## src/rtl/fp_arith_pkg.sv

```systemverilog
// Shared definitions for the fixed-point add/sub arbiter.
// Contents: op encodings, FSM state type, requester count.
package fp_arith_pkg;

  localparam logic OP_ADD = 1'b0;
  localparam logic OP_SUB = 1'b1;

  localparam int unsigned NUM_REQ = 2;

  typedef enum logic [1:0] {
    IDLE = 2'd0,
    EXEC = 2'd1,
    RESP = 2'd2
  } state_e;

endpackage

```

## src/rtl/fp_addsub_unit.sv

```systemverilog
// Combinational signed fixed-point add/sub with exact range check.
// Ports:
//   a, b : signed operands, WI integer + WF fraction bits
//   op   : OP_ADD (a+b) or OP_SUB (a-b)
//   sum  : signed result, WIO integer + WF fraction bits
//   ovf  : exact result does not fit in the result width
// Macro FP_ADDSUB_SAT_EN: saturate sum on overflow instead of wrapping.
module fp_addsub_unit
  import fp_arith_pkg::*;
#(
  parameter int unsigned WI  = 4,
  parameter int unsigned WF  = 4,
  parameter int unsigned WIO = 4
) (
  input  logic [WI+WF-1:0]  a,
  input  logic [WI+WF-1:0]  b,
  input  logic              op,
  output logic [WIO+WF-1:0] sum,
  output logic              ovf
);

  localparam int unsigned WIN = WI + WF;
  localparam int unsigned WE  = WIN + 1;
  localparam int unsigned WO  = WIO + WF;
  localparam int unsigned WX  = (WE > WO) ? WE : WO;
  localparam int unsigned WT  = WX - WO + 1;

  logic [WE-1:0] a_ext;
  logic [WE-1:0] b_ext;
  logic [WE-1:0] b_term;
  logic [WE-1:0] exact;
  logic [WX-1:0] exact_x;
  logic [WT-1:0] top;
  logic [WO-1:0] wrap;

  // One guard bit makes both add and subtract exact, including b = most-negative.
  assign a_ext  = {a[WIN-1], a};
  assign b_ext  = {b[WIN-1], b};
  assign b_term = (op == OP_SUB) ? (~b_ext + WE'(1)) : b_ext;
  assign exact  = a_ext + b_term;

  assign exact_x = WX'($signed(exact));

  // Fits iff every bit from the result sign bit upward is a copy of the sign.
  assign top  = exact_x[WX-1:WO-1];
  assign ovf  = ~((&top) | (~|top));
  assign wrap = exact_x[WO-1:0];

`ifdef FP_ADDSUB_SAT_EN
  always_comb begin
    sum = wrap;
    if (ovf) begin
      sum = exact_x[WX-1] ? {1'b1, {(WO-1){1'b0}}} : {1'b0, {(WO-1){1'b1}}};
    end
  end
`else
  assign sum = wrap;
`endif

endmodule

```

## src/rtl/fp_addsub_arbiter.sv

```systemverilog
// Two-requester round-robin front end sharing one fixed-point add/sub unit.
// One transaction in flight: IDLE (grant) -> EXEC (compute) -> RESP (hold).
// Ports:
//   clk, rst_n          : clock, async active-low reset
//   req_valid/req_ready : per-requester handshake (req_ready combinational)
//   req_op, req_a/req_b : per-requester op and packed signed operands
//   rsp_valid/rsp_ready : response handshake
//   rsp_id, rsp_data, rsp_ovf : owner, result, overflow flag
// Macro FP_ADDSUB_SAT_EN: saturating result (see fp_addsub_unit).
module fp_addsub_arbiter
  import fp_arith_pkg::*;
#(
  parameter int unsigned WI  = 4,
  parameter int unsigned WF  = 4,
  parameter int unsigned WIO = 4
) (
  input  logic                       clk,
  input  logic                       rst_n,
  input  logic [NUM_REQ-1:0]         req_valid,
  output logic [NUM_REQ-1:0]         req_ready,
  input  logic [NUM_REQ-1:0]         req_op,
  input  logic [NUM_REQ*(WI+WF)-1:0] req_a,
  input  logic [NUM_REQ*(WI+WF)-1:0] req_b,
  output logic                       rsp_valid,
  input  logic                       rsp_ready,
  output logic                       rsp_id,
  output logic [WIO+WF-1:0]          rsp_data,
  output logic                       rsp_ovf
);

  localparam int unsigned W  = WI + WF;
  localparam int unsigned WO = WIO + WF;

  state_e        state_q, state_d;
  logic          ptr_q, ptr_d;
  logic [W-1:0]  a_q, a_d;
  logic [W-1:0]  b_q, b_d;
  logic          op_q, op_d;
  logic          id_q, id_d;
  logic          rsp_valid_q, rsp_valid_d;
  logic          rsp_id_q, rsp_id_d;
  logic [WO-1:0] rsp_data_q, rsp_data_d;
  logic          rsp_ovf_q, rsp_ovf_d;

  logic               gnt_id;
  logic [NUM_REQ-1:0] grant;
  logic [WO-1:0]      unit_sum;
  logic               unit_ovf;

  fp_addsub_unit #(
    .WI (WI),
    .WF (WF),
    .WIO(WIO)
  ) u_unit (
    .a  (a_q),
    .b  (b_q),
    .op (op_q),
    .sum(unit_sum),
    .ovf(unit_ovf)
  );

  // Next-state, arbitration and response capture.
  always_comb begin
    state_d     = state_q;
    ptr_d       = ptr_q;
    a_d         = a_q;
    b_d         = b_q;
    op_d        = op_q;
    id_d        = id_q;
    rsp_valid_d = rsp_valid_q;
    rsp_id_d    = rsp_id_q;
    rsp_data_d  = rsp_data_q;
    rsp_ovf_d   = rsp_ovf_q;
    grant       = '0;
    gnt_id      = ptr_q;

    case (state_q)
      IDLE: begin
        // Preferred requester wins if valid, otherwise the other one.
        gnt_id = req_valid[ptr_q] ? ptr_q : ~ptr_q;
        if (req_valid[gnt_id]) begin
          grant[gnt_id] = 1'b1;
          a_d     = gnt_id ? req_a[2*W-1:W] : req_a[W-1:0];
          b_d     = gnt_id ? req_b[2*W-1:W] : req_b[W-1:0];
          op_d    = req_op[gnt_id];
          id_d    = gnt_id;
          ptr_d   = ~gnt_id;
          state_d = EXEC;
        end
      end
      EXEC: begin
        rsp_valid_d = 1'b1;
        rsp_id_d    = id_q;
        rsp_data_d  = unit_sum;
        rsp_ovf_d   = unit_ovf;
        state_d     = RESP;
      end
      RESP: begin
        if (rsp_ready) begin
          rsp_valid_d = 1'b0;
          state_d     = IDLE;
        end
      end
      default: begin
        state_d = IDLE;
      end
    endcase
  end

  // Grant must read as zero while reset is held, even though state is IDLE.
  assign req_ready = grant & {NUM_REQ{rst_n}};

  // State and datapath registers.
  always_ff @(posedge clk or negedge rst_n) begin
    if (!rst_n) begin
      state_q     <= IDLE;
      ptr_q       <= 1'b0;
      a_q         <= '0;
      b_q         <= '0;
      op_q        <= 1'b0;
      id_q        <= 1'b0;
      rsp_valid_q <= 1'b0;
      rsp_id_q    <= 1'b0;
      rsp_data_q  <= '0;
      rsp_ovf_q   <= 1'b0;
    end else begin
      state_q     <= state_d;
      ptr_q       <= ptr_d;
      a_q         <= a_d;
      b_q         <= b_d;
      op_q        <= op_d;
      id_q        <= id_d;
      rsp_valid_q <= rsp_valid_d;
      rsp_id_q    <= rsp_id_d;
      rsp_data_q  <= rsp_data_d;
      rsp_ovf_q   <= rsp_ovf_d;
    end
  end

  assign rsp_valid = rsp_valid_q;
  assign rsp_id    = rsp_id_q;
  assign rsp_data  = rsp_data_q;
  assign rsp_ovf   = rsp_ovf_q;

endmodule
```

## config.mk

```make
export PLATFORM = sky130hd
export DESIGN_NAME = fp_addsub_arbiter
export DESIGN_NICKNAME = d
export VERILOG_FILES = /design/src/rtl/fp_arith_pkg.sv /design/src/rtl/fp_addsub_unit.sv /design/src/rtl/fp_addsub_arbiter.sv
export SDC_FILE = /design/constraint.sdc
export NUM_CORES = 1
export LEC_CHECK = 0
export CORE_ASPECT_RATIO = 0.75
export CORE_UTILIZATION = 53
export DETAILED_ROUTE_END_ITERATION = 6
export GPL_TIMING_DRIVEN = 0
export PLACE_DENSITY = 0.88
export SLEW_MARGIN = 20
export SYNTH_ARGS = -nofsm -noshare
export SYNTH_HDL_FRONTEND = slang
export SYNTH_HIERARCHICAL = 1
export SYNTH_SLANG_ARGS = --single-unit
export TNS_END_PERCENT = 1
```

## constraint.sdc

```tcl
create_clock -name clk -period 4.6 [get_ports clk]
set_clock_uncertainty 0.1 [all_clocks]
set_input_delay 0.92 -clock clk [delete_from_list [all_inputs] [get_ports clk]]
set_output_delay 0.92 -clock clk [all_outputs]
set_load 0.05 [all_outputs]
```

* Word level (Yosys, flattened, before mapping) *
Cells that the tools add are included.

word-level totals
  register bits after elaboration = 32
  bits in latches = 0
  bits in writable memories = 0
  ROM bits = 0
  input bits = 39
  output and inout bits = 13
  logic and storage cells = 53
  memories = 0

operators by class
  $add $sub $neg = 2
  multipliers = 0
  div/mod/pow operators = 0
  $lt $le $gt $ge = 3
  equal/unequal tests = 4
  shifts and indexed selects = 0
  muxes and demuxes = 19
  bitwise operators = 6
  reduce and logical (&&, ||, !) cells = 9

operators with widths
  kind                                                                  number
  8-bit 2-to-1 mux                                                      2
  9-bit by 1-bit adder with 9-bit output, second input constant         1
  9-bit adder                                                           1
  1-bit 2-to-1 mux                                                      9
  9-bit 2-to-1 mux                                                      1
  9-bit inverter                                                        1
  2-bit 2-to-1 mux                                                      4
  2-bit AND reduction                                                   4
  2-bit one-hot mux with 3 select lines                                 1
  1-bit by 2-bit < comparator with 1-bit output, second input constant  2
  2-bit inequality test, second input constant                          2
  1-bit inverter                                                        3
  2-bit AND                                                             1
  2-bit by 1-bit == test with 1-bit output, second input constant       1
  2-bit == test, second input constant                                  1
  2-bit zero test                                                       1
  1-bit one-hot mux with 2 select lines                                 1
  2-bit nonzero test                                                    1
  2-bit OR reduction                                                    1
  1-bit demux with 1-bit select                                         1
  1-bit >= comparator, second input constant                            1
  1-bit logical AND                                                     1
  1-bit zero test                                                       1
  1-bit bitwise OR                                                      1

* Longest topological paths before layout *
Gate-level depths: netlist of run 1.

  word-level depth = 10
  depth in mapped cells = 13
  mapped depth without buffers = 13

* Cells and area by module *
The synthesis of run 1 kept the hierarchy.

by module, submodules not included
  module             instances  cells each  area an instance (µm²)  sequential area each (µm²)
  fp_addsub_arbiter  1          144         1,501.4                 800.8
  fp_addsub_unit     1          75          583.1                   0.0

* Least setup slack after synthesis of run 1 *
No wires, ideal clock.

  path type = in2out
  start point = input req_valid[1]
  end point = output req_ready[0]
  data arrival time = 1.893 ns
  required time = 3.580 ns
  slack = 1.687 ns
  stages on the path = 5
  buffers on the path = 2
  cell sequence = or2_1 -> buf_6 -> and2_4 -> buf_6 -> and3b_1

between the ends
  cells in the longest elaborated chain, start to end = 10
  elaborated cells on any way between the ends = 13
  classes of those cells = order compare: 2; mux: 9; bitwise: 1; reduce/logical: 1

ends and longest elaborated chain
  what                                                                                                        line                      source
  from (decl)                                                                                                 fp_addsub_arbiter.sv:19   input logic [NUM_REQ-1:0] req_valid,
  1-bit 2-to-1 mux (not written as such) (2 in series)                                                        fp_addsub_arbiter.sv:80   gnt_id = req_valid[ptr_q] ? ptr_q : ~ptr_q;
  1-bit 2-to-1 mux                                                                                            fp_addsub_arbiter.sv:80
  1-bit by 2-bit < comparator with 1-bit output (not written as such) or 1-bit >= comparator (tied branches)  fp_addsub_arbiter.sv:82   grant[gnt_id] = 1'b1;
  1-bit logical AND (not written as such)                                                                     fp_addsub_arbiter.sv:82
  1-bit 2-to-1 mux (not written as such)                                                                      fp_addsub_arbiter.sv:82
  1-bit demux with 1-bit select                                                                               fp_addsub_arbiter.sv:82
  2-bit 2-to-1 mux (*)                                                                                        fp_addsub_arbiter.sv:81   if (req_valid[gnt_id]) begin
  2-bit 2-to-1 mux (*)                                                                                        fp_addsub_arbiter.sv:77   case (state_q)
  2-bit AND (*)                                                                                               fp_addsub_arbiter.sv:111  assign req_ready = grant & {NUM_REQ{rst_n}};
  to (decl)                                                                                                   fp_addsub_arbiter.sv:20   output logic [NUM_REQ-1:0] req_ready,

Mark *: on every way between the ends. The rest lies on a longest branch, timed or not. The select of a mux whose other input is x is not followed.

* Final worst setup path of run 1 *
Ends and elaborated chain as after synthesis.

==> implementation parameters, run 1 <==
Parameter                              Value

Synthesis
  Netlist area before placement ... 0.00208 sq mm
  Number of warnings printed during yosys synthesis ... 6
  Top_reg_cell synth ... sky130_fd_sc_hd__dfrtp_1
  Total nets after synthesis ... 268
  Average cell area after synthesis ... 9.52 sq um
  Post-synthesis sequential area ratio ... 0.384
  EDFF count, synth ... 0
  Fraction of registers with async set/reset ... 1.00
  Count of state elements after synthesis ... 32
  Number of standard cells after synthesis ... 219
  Yosys cell types ... 47

Floorplanning
  Die Ht ... 56.3 um
  Starting density of the core ... 0.562
  Area enclosed by the die boundary ... 0.00419 sq mm
  DIE WIDTH ... 74.4 um
  CORE AREA ... 0.00371 sq mm
  Number of ports placed on the die boundary ... 52
  Number of rows in the core area ... 19

Setup path
  Combined buffer and inverter count along the critical path ... 4
  Worst reg-to-reg setup slack ... 1.48 ns
  Critical path required time ... 3.58 ns
  Worst Setup Path Type ... in2out
  Critical path's top delay family ... buffers and inverters
  Worst Setup End Kind ... output port
  Biggest cell delay along the critical path ... 0.81 ns
  Arrival @ worst endpoint ... 2.99 ns
  Cells traversed along the worst timing path ... clkdlybuf4s50_1 > or2_1 > buf_6 > and2_4 > buf_6 > and3b_1 > clkdlybuf4s50_1
  Critical Path Source Type ... input port
  Slowest-stage cell, CP ... sky130_fd_sc_hd__clkdlybuf4s50_1
  Crit-path max FO ... 10

Route
  Via total after detailed routing ... 1,887
  Total length of routed met3 wires ... 237 um
  Number of detailed-route iterations in the first pass ... 5
  Count of antenna-violating nets left after detailed routing ... 0
  Top metal layer carrying routed signals ... met4
  Met1 Wirelength ... 2.28 mm
  Vias per cell ... 5.72
  Number of remaining DRC errors ... 0
  Final wirelength ... 4.71 mm
  Iter 0 DRT Violations ... 106
  Detailed-route wire length per cell ... 14.3 um
  Routed length on met2 ... 2.16 mm

Global route
  Maximum number of pins on one net before global-route repair ... 35
  First-pass GRT wire length ... 8.05 mm
  Total overflow reported by the global router ... 0
  Initial antenna violation count ... 0
  GRT Resource Usage Total ... 0.255
  Vias in the first global route ... 1,732

Placed design
  Final HPWL from detailed placement ... 3.58 mm
  Post-placement setup slack ... 0.633 ns
  Cell Area, Placed ... 0.00266 sq mm
  Port buffer count ... 51
  GPL Wtd Cong ... 0.818

CTS
  # clock sinks ... 32
  Number of levels in the clock H-tree ... 2
  Clock-pin slew on the worst setup and hold paths ... 0.06 ns
  Post-CTS repair timing setup buffer count ... 0
  Clock insertion delay at the later pin of the skew report ... 0.29 ns
  Clock tree from TritonCTS ... yes
  Clock Root Buffer ... sky130_fd_sc_hd__clkbuf_8
  Hold buffers post-CTS ... 0
  PostCTS Resize Cnt ... 0
  Maximum clock insertion buffer count ... 2
  Inserted Clock Buffers ... 5

Timing
  Slew of the pin with the lowest slew margin ... 0.713 ns
  Crit share post-route ... 0.871
  Achievable clock frequency ... 0.250 GHz
  Worst-case setup margin in the final layout ... 0.592 ns
  Final count of hold timing violations ... 0
  Relative slew slack ... 0.525
  Number of setup violations in the final report ... 0
  Setup repair after global routing missed its margin ... no
  Number of pins with negative max-slew slack in the final report ... 0
  Fin Setup TNS ... 0 ns
  Minimum clock period ... 4.01 ns

Layout
  Leading cell type in the layout, fill and taps excluded ... sky130_fd_sc_hd__clkdlybuf4s50_1
  Area occupied by registers ... 801 sq um
  Leading cell types in the layout, fill and taps excluded ... sky130_fd_sc_hd__clkdlybuf4s50_1 (50), sky130_fd_sc_hd__dfrtp_1 (32), sky130_fd_sc_hd__a21oi_1 (27)
  Fraction of final layout cells with drive strength greater than 1 ... 0.144
  Area added between synthesis and finish ... 33.4%
  Total area of multi-input combinational cells ... 0.00116 sq mm
  Area of all placed cells without fillers ... 0.00278 sq mm
  Final nets ... 326
  Number of antenna cells inserted ... 0
  Fillcell total ... 269

Outcome
  Run status ... finished clean

Hold path
  Hold WC Path Type ... reg2reg

Job
  Max-cap violations ... 0
==> cells in the mapped netlist, types with 4 or more instances <==
master | number | area [sq um]
sky130_fd_sc_hd__xnor2_1 | 10 | 87.6
sky130_fd_sc_hd__mux2_2 | 10 | 113
sky130_fd_sc_hd__nor2b_1 | 5 | 31.3
sky130_fd_sc_hd__nand3_1 | 18 | 90.1
sky130_fd_sc_hd__o21ai_0 | 20 | 100
sky130_fd_sc_hd__a21oi_1 | 27 | 135
sky130_fd_sc_hd__ha_1 | 9 | 113
sky130_fd_sc_hd__dfrtp_1 | 32 | 801
sky130_fd_sc_hd__inv_1 | 6 | 22.5
sky130_fd_sc_hd__a31oi_1 | 17 | 106
sky130_fd_sc_hd__buf_2 | 4 | 20.0
sky130_fd_sc_hd__nor2_1 | 8 | 30.0
==> state kept, by name (all words and copies together), names as in the netlist <==
name,flops
a_q,8
b_q,8
rsp_data,8
state_q,2
id_q,1
op_q,1
ptr_q,1
rsp_id,1
rsp_ovf,1
rsp_valid,1
==> cell families after synthesis <==
group,Yosys count,synth area share
simple gates,51,0.141
xor+xnor,11,0.0462
compound gates,80,0.232
buf+inv,21,0.0576
mux,14,0.0756
fa+ha+maj,10,0.0636
flops,32,0.384
==> stage by stage <==
stage / utilization / instances / hold WS, ns
4_1_cts: 0.750 / 330 / 0.410
3_3_place_gp: 0.717 / 322 / 0.389
2_1_floorplan: - / 219 / 0.376
3_5_place_dp: 0.716 / 322 / 0.395
5_1_grt: 0.750 / 330 / 0.421
6_report: 0.750 / 330 / 0.403
==> final timing paths <==
path                         startpoint            to  cells past startpoint
max reg2reg                      b_q[2]       rsp_ovf                     10
min in group asynchronous         rst_n        a_q[1]                      1
max in group asynchronous         rst_n       rsp_ovf                      1
min                         rsp_data[4]   rsp_data[4]                      1
max                        req_valid[1]  req_ready[0]                      7
min reg2reg                 rsp_data[4]   rsp_data[4]                      1
==> cell type report <==
type | count | area share
multi-input combinational | 166 | 0.418
sequential | 32 | 0.288
timing repair buffer | 51 | 0.182
buffer | 15 | 0.0351
clock buffer | 7 | 0.0346
tap | 52 | 0.0234
clock inverter | 1 | 0.0108
inverter | 6 | 0.00810
==> layer usage <==
metal  vias up  GRT usage
li1        932          -
met1       891      0.355
met2        57      0.395
met3         7     0.0557
met4         0     0.0809
met5         -          0
Power of run 1 is left out: the tool's default activity adds up to more than one toggle a clock period on the data nets, which glitch-free logic cannot reach.
==> run 2: changes to the inputs <==
- CTS_CLUSTER_DIAMETER: default -> 150
- PLACE_DENSITY: 0.88 -> default
- PLACE_DENSITY_LB_ADDON: default -> 0.2
==> implementation parameters, run 2 (synthesis results as in run 1) <==
Parameter                              Value

Timing
  Slew of the pin with the lowest slew margin ... 0.734 ns (+0.0217 ns)
  Setup repair after global routing missed its margin ... no
  Final count of hold timing violations ... 0 (unchanged)
  Final-layout worst hold slack ... 0.406 ns (+0.00266 ns)
  Number of pins with negative max-slew slack in the final report ... 0 (unchanged)
  Crit share post-route ... 0.859 (-0.0119)
  Fin Setup TNS ... 0 ns (unchanged)
  Number of setup violations in the final report ... 0 (unchanged)
  Relative slew slack ... 0.510 (-0.0145)
  Minimum clock period ... 3.95 ns (-0.0549 ns)
  Achievable clock frequency ... 0.253 GHz (+1.4%)

Global route
  First-pass GRT wire length ... 7.76 mm (-3.5%)
  Total overflow reported by the global router ... 0 (unchanged)
  Maximum number of pins on one net before global-route repair ... 35 (unchanged)
  Initial antenna violation count ... 0 (unchanged)
  GRT Resource Usage Total ... 0.248 (-0.00749)
  Vias in the first global route ... 1,727 (-0.29%)

Placed design
  GPL Wtd Cong ... 0.793 (-3.0%)
  Port buffer count ... 51 (unchanged)
  Final HPWL from detailed placement ... 3.58 mm (unchanged)
  Cell Area, Placed ... 0.00266 sq mm (unchanged)
  Cell count after placement ... 322 (unchanged)

Hold path
  Cell count of the worst hold path ... 1 (unchanged)
  Worst Hold Launch ... rsp_data[6]
  Worst hold path endpoint ... rsp_data[6]
  Hold WC Path Type ... reg2reg

Route
  Via total after detailed routing ... 1,892 (+0.26%)
  Count of antenna-violating nets left after detailed routing ... 0 (unchanged)
  Final wirelength ... 4.59 mm (-2.6%)
  Number of remaining DRC errors ... 0 (unchanged)
  Iter 0 DRT Violations ... 71 (-33%)
  Vias per cell ... 5.73 (+0.26%)
  Detailed-route wire length per cell ... 13.9 um (-2.6%)
  Number of detailed-route iterations in the first pass ... 4 (-1)

CTS
  Inserted Clock Buffers ... 5 (unchanged)
  Hold buffers post-CTS ... 0 (unchanged)
  Post-CTS repair timing setup buffer count ... 0 (unchanged)
  Clock tree from TritonCTS ... yes
  Clock Root Buffer ... sky130_fd_sc_hd__clkbuf_8
  PostCTS Resize Cnt ... 0 (unchanged)
  Clock-pin slew on the worst setup and hold paths ... 0.06 ns (about the same)
  Clock insertion delay at the later pin of the skew report ... 0.29 ns (about the same)
  Number of levels in the clock H-tree ... 2 (unchanged)
  # clock sinks ... 32 (unchanged)
  Maximum clock insertion buffer count ... 2 (unchanged)

Floorplanning
  Number of ports placed on the die boundary ... 52 (unchanged)
  Area enclosed by the die boundary ... 0.00419 sq mm (unchanged)
  Starting density of the core ... 0.562 (unchanged)
  Die Ht ... 56.3 um (unchanged)
  CORE AREA ... 0.00371 sq mm (unchanged)
  DIE WIDTH ... 74.4 um (unchanged)
  Number of rows in the core area ... 19 (unchanged)

Setup path
  Worst reg-to-reg setup slack ... 1.43 ns (-0.05 ns)
  Arrival @ worst endpoint ... 2.93 ns (-0.06 ns)
  Launch instance of the worst register-to-register path ... b_q[0]
  Crit-path max FO ... 10 (unchanged)
  Cells traversed along the worst timing path ... clkdlybuf4s50_1 > or2_1 > buf_6 > and2_4 > buf_6 > and3b_1 > clkdlybuf4s50_1
  Biggest cell delay along the critical path ... 0.80 ns (about the same)
  Slowest-stage cell, CP ... sky130_fd_sc_hd__clkdlybuf4s50_1
  Register-to-Register Path Depth ... 12 (+2)
  Reg-to-reg endpoint ... rsp_ovf
  Worst Setup End Kind ... output port
  Worst Setup Path Type ... in2out
  Critical path required time ... 3.58 ns (about the same)
  Critical Path Source Type ... input port

Layout
  Leading cell type in the layout, fill and taps excluded ... sky130_fd_sc_hd__clkdlybuf4s50_1
  Number of standard cells in the layout, taps in and fillers out ... 330 (unchanged)
  Fillcell total ... 290 (+7.8%)
  Fraction of final layout cells with drive strength greater than 1 ... 0.144 (unchanged)
  Area of all placed cells without fillers ... 0.00274 sq mm (-1.4%)
  Number of antenna cells inserted ... 0 (unchanged)
  Leading cell types in the layout, fill and taps excluded ... sky130_fd_sc_hd__clkdlybuf4s50_1 (50), sky130_fd_sc_hd__dfrtp_1 (32), sky130_fd_sc_hd__a21oi_1 (27)
  Final nets ... 326 (unchanged)
  Area added between synthesis and finish ... 31.6%

Outcome
  Run status ... finished clean

Job
  Max-cap violations ... 0 (unchanged)
## run 2: cell types whose count changed in the layout (fill, tap and decap cells not counted)
cell,before,now
sky130_fd_sc_hd__clkinv_4,0,1
sky130_fd_sc_hd__bufinv_16,1,0
sky130_fd_sc_hd__clkinv_2,0,2
sky130_fd_sc_hd__clkbuf_8,7,5
## run 2: area by class of cell
class / count / area, sq um / area share
Clock buffer: 5 / 68.8 / 0.0251
Sequential cell: 32 / 801 / 0.292
Tap cell: 52 / 65.1 / 0.0237
Timing Repair Buffer: 51 / 505 / 0.184
Buffer: 15 / 97.6 / 0.0356
Inverter: 6 / 22.5 / 0.00821
Clock inverter: 3 / 18.8 / 0.00684
Multi-Input combinational cell: 166 / 1160 / 0.424
## run 2: stage by stage
step / setup slack, ns / utilization
floorplan: 1.69 / -
global placement: 0.0325 / 0.717
detailed placement: 0.644 / 0.716
CTS: 0.642 / 0.740
global route: 0.546 / 0.740
finish: 0.647 / 0.740
## run 2: worst max-delay path by stage
stage | from | end | slack [ns] | cells after the start
after floorplan | req_valid[1] | req_ready[0] | 1.69 | 5
after global placement | rst_n | req_ready[1] | 0.03 | 3
after detailed placement | req_valid[1] | req_ready[0] | 0.64 | 7
after CTS | req_valid[1] | req_ready[0] | 0.64 | 7
after global routing | req_valid[0] | req_ready[0] | 0.55 | 7
final | req_valid[1] | req_ready[0] | 0.65 | 7
## run 2: per-layer routing
layer | part of all wire | wire (um) | GRT usage | vias up
met3 | 0.047 | 216 | 0.0557 | 15
met2 | 0.45 | 2090 | 0.378 | 66
li1 | - | - | - | 926
met4 | 0.023 | 106 | 0.105 | 0
met1 | 0.47 | 2180 | 0.337 | 885
met5 | 0 | 0 | 0 | -
## run 2: critical path, delay by kind of cell
kind	cells	cell delay, ns
buffers and inverters	4	1.56
and+or+nand+nor	3	0.45
Power of run 2 is left out for the same reason.
